===== src/rtl/rr_arbiter8_if.sv =====
// Handshake bundle between the round-robin arbiter and the downstream 8-way mux/consumer.
// The master side is the arbiter; the slave side supplies requests and accepts beats.
interface rr_arbiter8_if;
  logic [7:0] req;
  logic       out_ready;
  logic [2:0] select;
  logic [7:0] grant;
  logic       out_valid;

  modport master (
    input  req,
    input  out_ready,
    output select,
    output grant,
    output out_valid
  );

  modport slave (
    output req,
    output out_ready,
    input  select,
    input  grant,
    input  out_valid
  );
endinterface


===== src/rtl/rr_arbiter8.sv =====
// Round-robin arbiter for eight requesters with optional multi-beat bursts.
// All outputs are registered; select/grant stay stable until the current grant is released.
module rr_arbiter8 #(
  parameter int BurstLen = 1
) (
  input  logic          clock,
  input  logic          reset,
  rr_arbiter8_if.master bus
);

  typedef enum logic {
    IDLE  = 1'b0,
    GRANT = 1'b1
  } state_e;

  typedef struct packed {
    logic       found;
    logic [2:0] idx;
  } pick_t;

  localparam logic [7:0] LastBeat = 8'(BurstLen - 1);

  state_e     state_q, state_d;
  logic [2:0] ptr_q, ptr_d;
  logic [7:0] beats_q, beats_d;
  logic [2:0] select_q, select_d;
  logic [7:0] grant_q, grant_d;
  logic       valid_q, valid_d;

  logic       hs;
  logic       cur_req;
  logic       rel;
  pick_t      pk;

  // First set bit of r scanning start, start+1, ... with modulo-8 wrap.
  function automatic pick_t pick(input logic [7:0] r, input logic [2:0] start);
    pick_t      res;
    logic [2:0] idx;
    res = '{found: 1'b0, idx: 3'd0};
    for (int k = 7; k >= 0; k--) begin
      idx = start + 3'(k);
      if (r[idx]) begin
        res.found = 1'b1;
        res.idx   = idx;
      end
    end
    return res;
  endfunction

  // NOTE: every signal written here gets a default first, so no path leaves it unassigned and no latch is inferred.
  always_comb begin
    state_d  = state_q;
    ptr_d    = ptr_q;
    beats_d  = beats_q;
    select_d = select_q;
    grant_d  = grant_q;
    valid_d  = valid_q;

    hs      = valid_q && bus.out_ready;
    cur_req = bus.req[select_q];
    rel     = 1'b0;
    pk      = '{found: 1'b0, idx: 3'd0};

    unique case (state_q)
      IDLE: begin
        if (|bus.req) begin
          pk       = pick(bus.req, ptr_q);
          select_d = pk.idx;
          grant_d  = 8'b1 << pk.idx;
          beats_d  = 8'd0;
          valid_d  = 1'b1;
          state_d  = GRANT;
        end
      end

      GRANT: begin
        if (hs) beats_d = beats_q + 8'd1;
        // A dropped request releases even under backpressure (requester protocol error).
        rel = !cur_req || (bus.out_ready && (beats_q == LastBeat));
        if (rel) begin
          ptr_d = select_q + 3'd1;
          // Scanning from select+1 reaches the released source last, so it only
          // wins again when no other requester is asserting.
          pk = pick(bus.req, ptr_d);
          if (pk.found) begin
            select_d = pk.idx;
            grant_d  = 8'b1 << pk.idx;
            beats_d  = 8'd0;
          end else begin
            grant_d = 8'd0;
            valid_d = 1'b0;
            state_d = IDLE;
          end
        end
      end

      default: state_d = IDLE;
    endcase
  end

  // NOTE: sequential state uses non-blocking assignments so every register samples pre-edge values.
  always_ff @(posedge clock) begin
    if (reset) begin
      state_q  <= IDLE;
      ptr_q    <= 3'd0;
      beats_q  <= 8'd0;
      select_q <= 3'd0;
      grant_q  <= 8'd0;
      valid_q  <= 1'b0;
    end else begin
      state_q  <= state_d;
      ptr_q    <= ptr_d;
      beats_q  <= beats_d;
      select_q <= select_d;
      grant_q  <= grant_d;
      valid_q  <= valid_d;
    end
  end

  assign bus.select    = select_q;
  assign bus.grant     = grant_q;
  assign bus.out_valid = valid_q;

endmodule


===== src/flat_wrapper.sv =====
// flat-port wrapper written by rule: the top's interface ports become plain ports
module rr_arbiter8_flat 
#(
  parameter int BurstLen = 1
)
  (clock, reset, bus_req, bus_out_ready, bus_select, bus_grant, bus_out_valid);
  rr_arbiter8_if bus_i ();
  input  logic clock;
  input  logic reset;
  input wire logic [$bits(bus_i.req)-1:0] bus_req;
  input wire logic [$bits(bus_i.out_ready)-1:0] bus_out_ready;
  output wire logic [$bits(bus_i.select)-1:0] bus_select;
  output wire logic [$bits(bus_i.grant)-1:0] bus_grant;
  output wire logic [$bits(bus_i.out_valid)-1:0] bus_out_valid;
  assign bus_i.req = bus_req;
  assign bus_i.out_ready = bus_out_ready;
  assign bus_select = bus_i.select;
  assign bus_grant = bus_i.grant;
  assign bus_out_valid = bus_i.out_valid;
  rr_arbiter8 #(.BurstLen(BurstLen)) u_core (.clock(clock), .reset(reset), .bus(bus_i));
endmodule

===== config.mk =====
export PLATFORM = sky130hd
export DESIGN_NAME = rr_arbiter8_flat
export DESIGN_NICKNAME = d
export VERILOG_FILES = /design/src/rtl/rr_arbiter8_if.sv /design/src/rtl/rr_arbiter8.sv /design/src/flat_wrapper.sv
export SDC_FILE = /design/constraint.sdc
export NUM_CORES = 1
export LEC_CHECK = 0
export ABC_AREA = 1
export BUFFER_PORTS_ARGS = -buffer_cell sky130_fd_sc_hd__buf_4
export CAP_MARGIN = 25
export CORE_UTILIZATION = 60
export DETAILED_ROUTE_END_ITERATION = 8
export PLACE_DENSITY = 0.85
export SETUP_SLACK_MARGIN = 0.15
export SLEW_MARGIN = 20
export SYNTH_ARGS = -nofsm -noshare
export SYNTH_HDL_FRONTEND = slang
export SYNTH_SLANG_ARGS = --single-unit

===== constraint.sdc =====
create_clock -name clock -period 5.75 [get_ports clock]
set_input_delay 1.725 -clock clock [delete_from_list [all_inputs] [get_ports clock]]
set_output_delay 1.725 -clock clock [all_outputs]
set_load 0.03 [all_outputs]

### After elaboration in Yosys (flattened, before gate mapping)

Cells that the tools add are included.
Widths: inputs -> output; s select.

| word-level totals | value |
|---|---|
| logic and storage cells | 131 |
| bits in registers | 24 |
| input bits | 11 |
| memory bits (read-only) | 0 |
| memories kept | 0 |
| RAM bits | 0 |
| bits in latches | 0 |

| cells by class | value |
|---|---|
| shift operators | 2 |
| divide/modulo/power cells | 0 |
| magnitude comparators | 17 |
| reduce and logical (&&, ||, !) cells | 10 |
| bitwise gates (word level) | 1 |
| mux-type cells | 75 |
| $add $sub $neg | 16 |
| multiply operators | 0 |
| equality and inequality tests | 4 |

Operators with widths:

| kind | count |
|---|---|
| $lt 3x4->1 const B | 17 |
| $mux 8 | 7 |
| $bmux 1 s3 | 17 |
| $mux 4 | 10 |
| $mux 3 | 13 |
| $pmux 8 s2 | 2 |
| $add 3x3->3 const B | 8 |
| $mux 1 | 23 |
| $shl 1x3->8 const A | 2 |
| $add 3x2->3 const B | 4 |
| $add 3x1->3 const B | 3 |
| $add 8x1->8 const B | 1 |
| $logic_not 8->1 | 1 |
| $reduce_or 8->1 | 1 |
| $ne 2x2->1 const B | 3 |
| $pmux 3 s2 | 1 |
| $reduce_and 3->1 | 2 |
| $pmux 1 s2 | 2 |
| $reduce_and 2->1 | 2 |
| $logic_and 1x1->1 | 2 |
| $ne 2x1->1 const B | 1 |
| $logic_not 1->1 | 1 |
| $logic_or 1x1->1 | 1 |
| $not 1->1 | 1 |

### Logic depth before layout (Yosys ltp)

| depth | value |
|---|---|
| depth after elaboration | 18 |
| mapped depth | 23 |
| gate-level depth less buffers | 21 |

### Least setup slack after synthesis

OpenSTA, ideal clock, no wires.

| timing | value |
|---|---|
| path kind | input-to-reg |
| start | in bus_req[4] |
| end | reg u_core.select_q[2] (netlist: u_core.bus.select[2]) |
| arrival time | 2.879 ns |
| buffers on the path | 0 |
| stages on the path | 11 |
| slack | 2.755 ns |
| required time | 5.635 ns |
| cell sequence | inv_1 > o21ai_1 > nor2_1 > o22ai_2 > nand2_1 > a21oi_4 > nor2_4 > nor2_1 > nor2_1 > o21ai_0 > inv_1 |

| between the ends | value |
|---|---|
| word-level cells in the longest chain between the ends | 15 |

Ends and longest elaborated chain:

| element | RTL line | RTL |
|---|---|---|
| from (decl) | flat_wrapper.sv:10 | `input wire logic [$bits(bus_i.req)-1:0] bus_req;` |
| $bmux 1 s3 | rr_arbiter8.sv:42 | `if (r[idx]) begin` |
| $mux 1 (not written as such) | rr_arbiter8.sv:42 |  |
| $mux 4 (8 in series) | rr_arbiter8.sv:42 |  |
| $mux 4 | rr_arbiter8.sv:80 | `if (rel) begin` |
| $mux 4 | rr_arbiter8.sv:64 | `unique case (state_q)` |
| $mux 3 | rr_arbiter8.sv:85 | `if (pk.found) begin` |
| $mux 3 | rr_arbiter8.sv:80 |  |
| $pmux 3 s2 | rr_arbiter8.sv:64 |  |
| to (signal assigned) | rr_arbiter8.sv:114 | `select_q <= select_d;` |
| to (decl) | rr_arbiter8.sv:26 | `logic [2:0] select_q, select_d;` |

Parallel ways exist; a longest one is shown, timed or not. The select of a mux whose other input is x is not followed.
A chain may end at the register's enable or synchronous reset.

### Worst setup path in the final report

| timing | value |
|---|---|
| start | reg u_core.select_q[0] (netlist: u_core.bus.select[0]) |
| end | reg u_core.grant_q[7] (netlist: u_core.bus.grant[7]) |

| between the ends | value |
|---|---|
| word-level cells in the longest chain between the ends | 18 |

Ends and longest elaborated chain:

| element | RTL line | RTL |
|---|---|---|
| $add 3x1->3 | rr_arbiter8.sv:81 | `ptr_d = select_q + 3'd1;` |
| $add 3x3->3 | rr_arbiter8.sv:41 | `idx = start + 3'(k);` |
| $bmux 1 s3 | rr_arbiter8.sv:42 |  |
| $mux 1 (not written as such) | rr_arbiter8.sv:42 |  |
| $mux 4 (8 in series) | rr_arbiter8.sv:42 |  |
| $mux 4 | rr_arbiter8.sv:80 |  |
| $mux 4 | rr_arbiter8.sv:64 |  |
| $shl 1x3->8 | rr_arbiter8.sv:87 | `grant_d = 8'b1 << pk.idx;` |
| $mux 8 | rr_arbiter8.sv:85 |  |
| $mux 8 | rr_arbiter8.sv:80 |  |
| $pmux 8 s2 | rr_arbiter8.sv:64 |  |
| to (signal assigned) | rr_arbiter8.sv:115 | `grant_q <= grant_d;` |
| to (decl) | rr_arbiter8.sv:27 | `logic [7:0] grant_q, grant_d;` |

Parallel ways exist; a longest one is shown, timed or not. The select of a mux whose other input is x is not followed.

==> key figures <==
Critical path
  • CP max stage delay: 0.72 ns
  • Crit path required time: 5.97 ns
  • Worst reg2reg setup slack: 2.29 ns
  • WP buf/inv: 4
  • Crit-path cells: inv_2, ha_1, inv_1, nand2_1, nand2_1, nand2_1, nand2_1, nand2_2, nand2_2, inv_2, nand3_1, nand2_1, nand2_1, nand2_1, nand2_2, a21oi_2, nand3_1, nand3_1, nand2_1, inv_1
  • CP startpoint kind: register
  • Critical Path Stages: 20
  • CP most frequent cell: nand2_1
  • Critical path class: reg -> reg
  • CP max-delay cell: dfxtp_1
  • R2r worst-path depth: 20
  • Crit-path leading delay family: simple AND/OR/NAND/NOR gates
  • Reg2reg start: u_core.bus.select[0]
  • Crit Reg-Reg Endpoint: u_core.bus.grant[7]
  • Critical path capture point type: register
  • CP Data Arrival Time: 3.68 ns
  • Critical path fanouts, max: 17

Placement
  • Final GP Congestion: 1.04
  • Port Buffers: 22
  • Detail Placement HPWL: 5110 um

Detailed routing
  • Drt drc: 0
  • DR vias/cell: 5.37
  • Starting DRT DRC Count: 248
  • 1st-pass router iterations: 6
  • Wire length per cell: 11.6 um
  • Routed WL: 6590 um
  • Antenna Nets Post-Route: 0
  • Via count: 3048

Cells and area
  • Share of layout cells above drive strength 1: 0.122
  • Antenna cells: 0
  • Fillers: 396
  • # nets final: 536
  • Register area: 480 sq um
  • Highest-count cells in the layout ignoring fill and taps: nand2_1, nand3_1, inv_1
  • Area of the multi-input gates: 1870 sq um
  • Commonest non-fill, non-tap cell in the layout: nand2_1
  • Area Growth Syn to Fin: 7.62%

Job
  • Maximum Capacitance Violations: 0

Clocking
  • Hold buffer count at CTS: 0
  • Root Driver: clkbuf_8
  • Post-CTS Setup Repair Bufs: 0
  • CTS buffer count: 3
  • Largest buffer count on any clock path: 2
  • CTS tree: yes
  • Sinks on Clock Net: 24
  • Clock slew at reported path FFs: 0.09 ns
  • Post-CTS sizing: 0
  • H-tree depth: 1
  • Worst-Skew Late Latency: 0.27 ns

GRT
  • Initial antenna violation count: 0
  • Largest net degree at the start of global routing: 21
  • Vias in the first global route: 2632
  • Global-route usage over all layers: 0.303
  • GR Overflow Total: 0
  • Global-route wire length before repair: 11100 um

STA
  • Setup violators final: 0
  • Final Hold Fails: 0
  • Clock skew: 0.00713 ns
  • RSZ-0062 raised after global routing: false
  • Fmax: 289 MHz
  • Slew headroom: 0.588
  • Worst slew pin tran: 0.617 ns
  • Crit path time final: 3.46 ns
  • Setup TNS: 0 ns
  • Period utilisation layout: 0.602
  • Final Max Tran Viols: 0

Floorplan
  • Die area: 4760 sq um
  • Initial core utilization: 0.649
  • I/O pin cnt: 23
  • Die height: 69.0 um
  • Die W: 69.0 um
  • Rows: 23
  • Core area: 4140 sq um

Pwr
  • Final Total Pwr: 1.84 mW
  • Pwr/cell area: 635 nW/um^2
  • Worst vdd ir: 0.000299 V
  • Leakage: 1.63 nW

Min path
  • WHS Endpoint: u_core.beats_q[1]
  • Hold crit path type: reg -> reg
  • Hold depth: 2
  • Startpoint of the worst hold path: u_core.beats_q[1]

Synthesis
  • Mapped Nets: 521
  • Number of synthesized register bits: 24
  • Share of the yosys chip area belonging to registers: 0.179
  • Avg Cell Area, Syn: 5.34 sq um
  • Mapped cell area: 2690 sq um
  • Mapped Cells: 504
  • Yosys cell types: 32
  • YS warnings: 0

Outcome
  • Status: completed
[per-layer routing]
layer	track usage	routed length (um)	up-vias
li1	-	-	1619
met1	0.385	3110	1313
met2	0.522	2990	105
met3	0.0493	386	11
met4	0.0867	104	0
met5	0	0	-
[layout make-up]
cell class / count / area share
multi-input cells: 399 / 0.646
flip-flops and latches: 24 / 0.166
inverters: 69 / 0.0903
repair buffers: 22 / 0.0570
well taps: 50 / 0.0216
clock buffers: 4 / 0.0190
[through the flow]
step | hold WS [ns] | instances | setup slack, ns | instance area (sq um) | utilization
after floorplan | 0.475 | 504 | 2.76 | 2690 | -
after global placement | 0.495 | 564 | 2.33 | 2840 | 0.686
after detailed placement | 0.501 | 564 | 2.27 | 2840 | 0.686
after CTS | 0.514 | 568 | 2.32 | 2900 | 0.699
after global routing | 0.552 | 568 | 1.86 | 2900 | 0.699
final | 0.517 | 568 | 2.29 | 2900 | 0.699
[cell usage after synthesis]
| cell type | count | area [sq um] |
|---|---|---|
| xor2_1 | 2 | 17.5 |
| ha_1 | 6 | 75.1 |
| nor2_1 | 50 | 188 |
| buf_6 | 2 | 22.5 |
| nor2_4 | 2 | 22.5 |
| inv_4 | 1 | 6.26 |
| nor2_2 | 2 | 12.5 |
| a21oi_2 | 1 | 8.76 |
| buf_2 | 5 | 25.0 |
| nor3_1 | 2 | 10.0 |
| a21oi_4 | 3 | 48.8 |
| nand2_2 | 19 | 119 |
| o21ai_1 | 5 | 25.0 |
| o21ai_0 | 11 | 55.1 |
| o211ai_1 | 1 | 7.51 |
| nor3b_1 | 1 | 7.51 |
| a32oi_1 | 1 | 8.76 |
| inv_2 | 7 | 26.3 |
| nor4_1 | 3 | 18.8 |
| or2_2 | 1 | 6.26 |
| o22ai_2 | 1 | 12.5 |
| a21oi_1 | 20 | 100 |
| a31oi_1 | 3 | 18.8 |
| dfxtp_1 | 24 | 480 |
| xnor2_1 | 2 | 17.5 |
| nand2_1 | 182 | 683 |
| clkbuf_1 | 2 | 7.51 |
| inv_1 | 61 | 229 |
| nand4_1 | 1 | 6.26 |
| a211oi_1 | 1 | 7.51 |
| nand3_1 | 79 | 395 |
| buf_4 | 3 | 22.5 |
[power by group]
group          switching [mW]  total (mW)  internal [mW]
logic                   0.994        1.46          0.469
clock network          0.0555       0.117         0.0612
registers              0.0566       0.259          0.202
[state kept, by name, indices dropped and copies added, names as in the netlist]
name and flops:
u_core.beats_q 8, u_core.bus.grant 8, u_core.bus.select 3, u_core.ptr_q 3, u_core.bus.out_valid 1, u_core.state_q 1
[logic make-up (layout without fill, tap and decap cells)]
family | count (synthesis) | in the layout | share of synthesized area
buf+inv | 81 | 95 | 0.126
compound gates | 47 | 47 | 0.109
flops | 24 | 24 | 0.179
fa+ha+maj | 6 | 6 | 0.0279
simple gates | 342 | 342 | 0.546
xor+xnor | 4 | 4 | 0.0130
[how the worst max path moves through the flow]
stage                               startpoint                   end  slack [ns]
after floorplan                     bus_req[4]  u_core.bus.select[2]        2.76
after global placement              bus_req[3]     u_core.beats_q[7]        2.33
after detailed placement            bus_req[7]     u_core.beats_q[7]        2.27
after CTS                 u_core.bus.select[0]   u_core.bus.grant[1]        2.32
after global routing      u_core.bus.select[0]   u_core.bus.grant[3]        1.86
final                     u_core.bus.select[0]   u_core.bus.grant[7]        2.29
[worst register-to-register path: stages (launching register included)]
cell and delay [ns]:
dfxtp_1 0.72, inv_2 0.26, ha_1 0.61, inv_1 0.31, nand2_1 0.14, nand2_1 0.15
nand2_1 0.11, nand2_1 0.08, nand2_2 0.09, nand2_2 0.08, inv_2 0.05, nand3_1 0.06
nand2_1 0.06, nand2_1 0.05, nand2_1 0.06, nand2_2 0.06, a21oi_2 0.25, nand3_1 0.11
nand3_1 0.09, nand2_1 0.06, inv_1 0.05
Note: power is estimated with default switching activity, not from simulation.
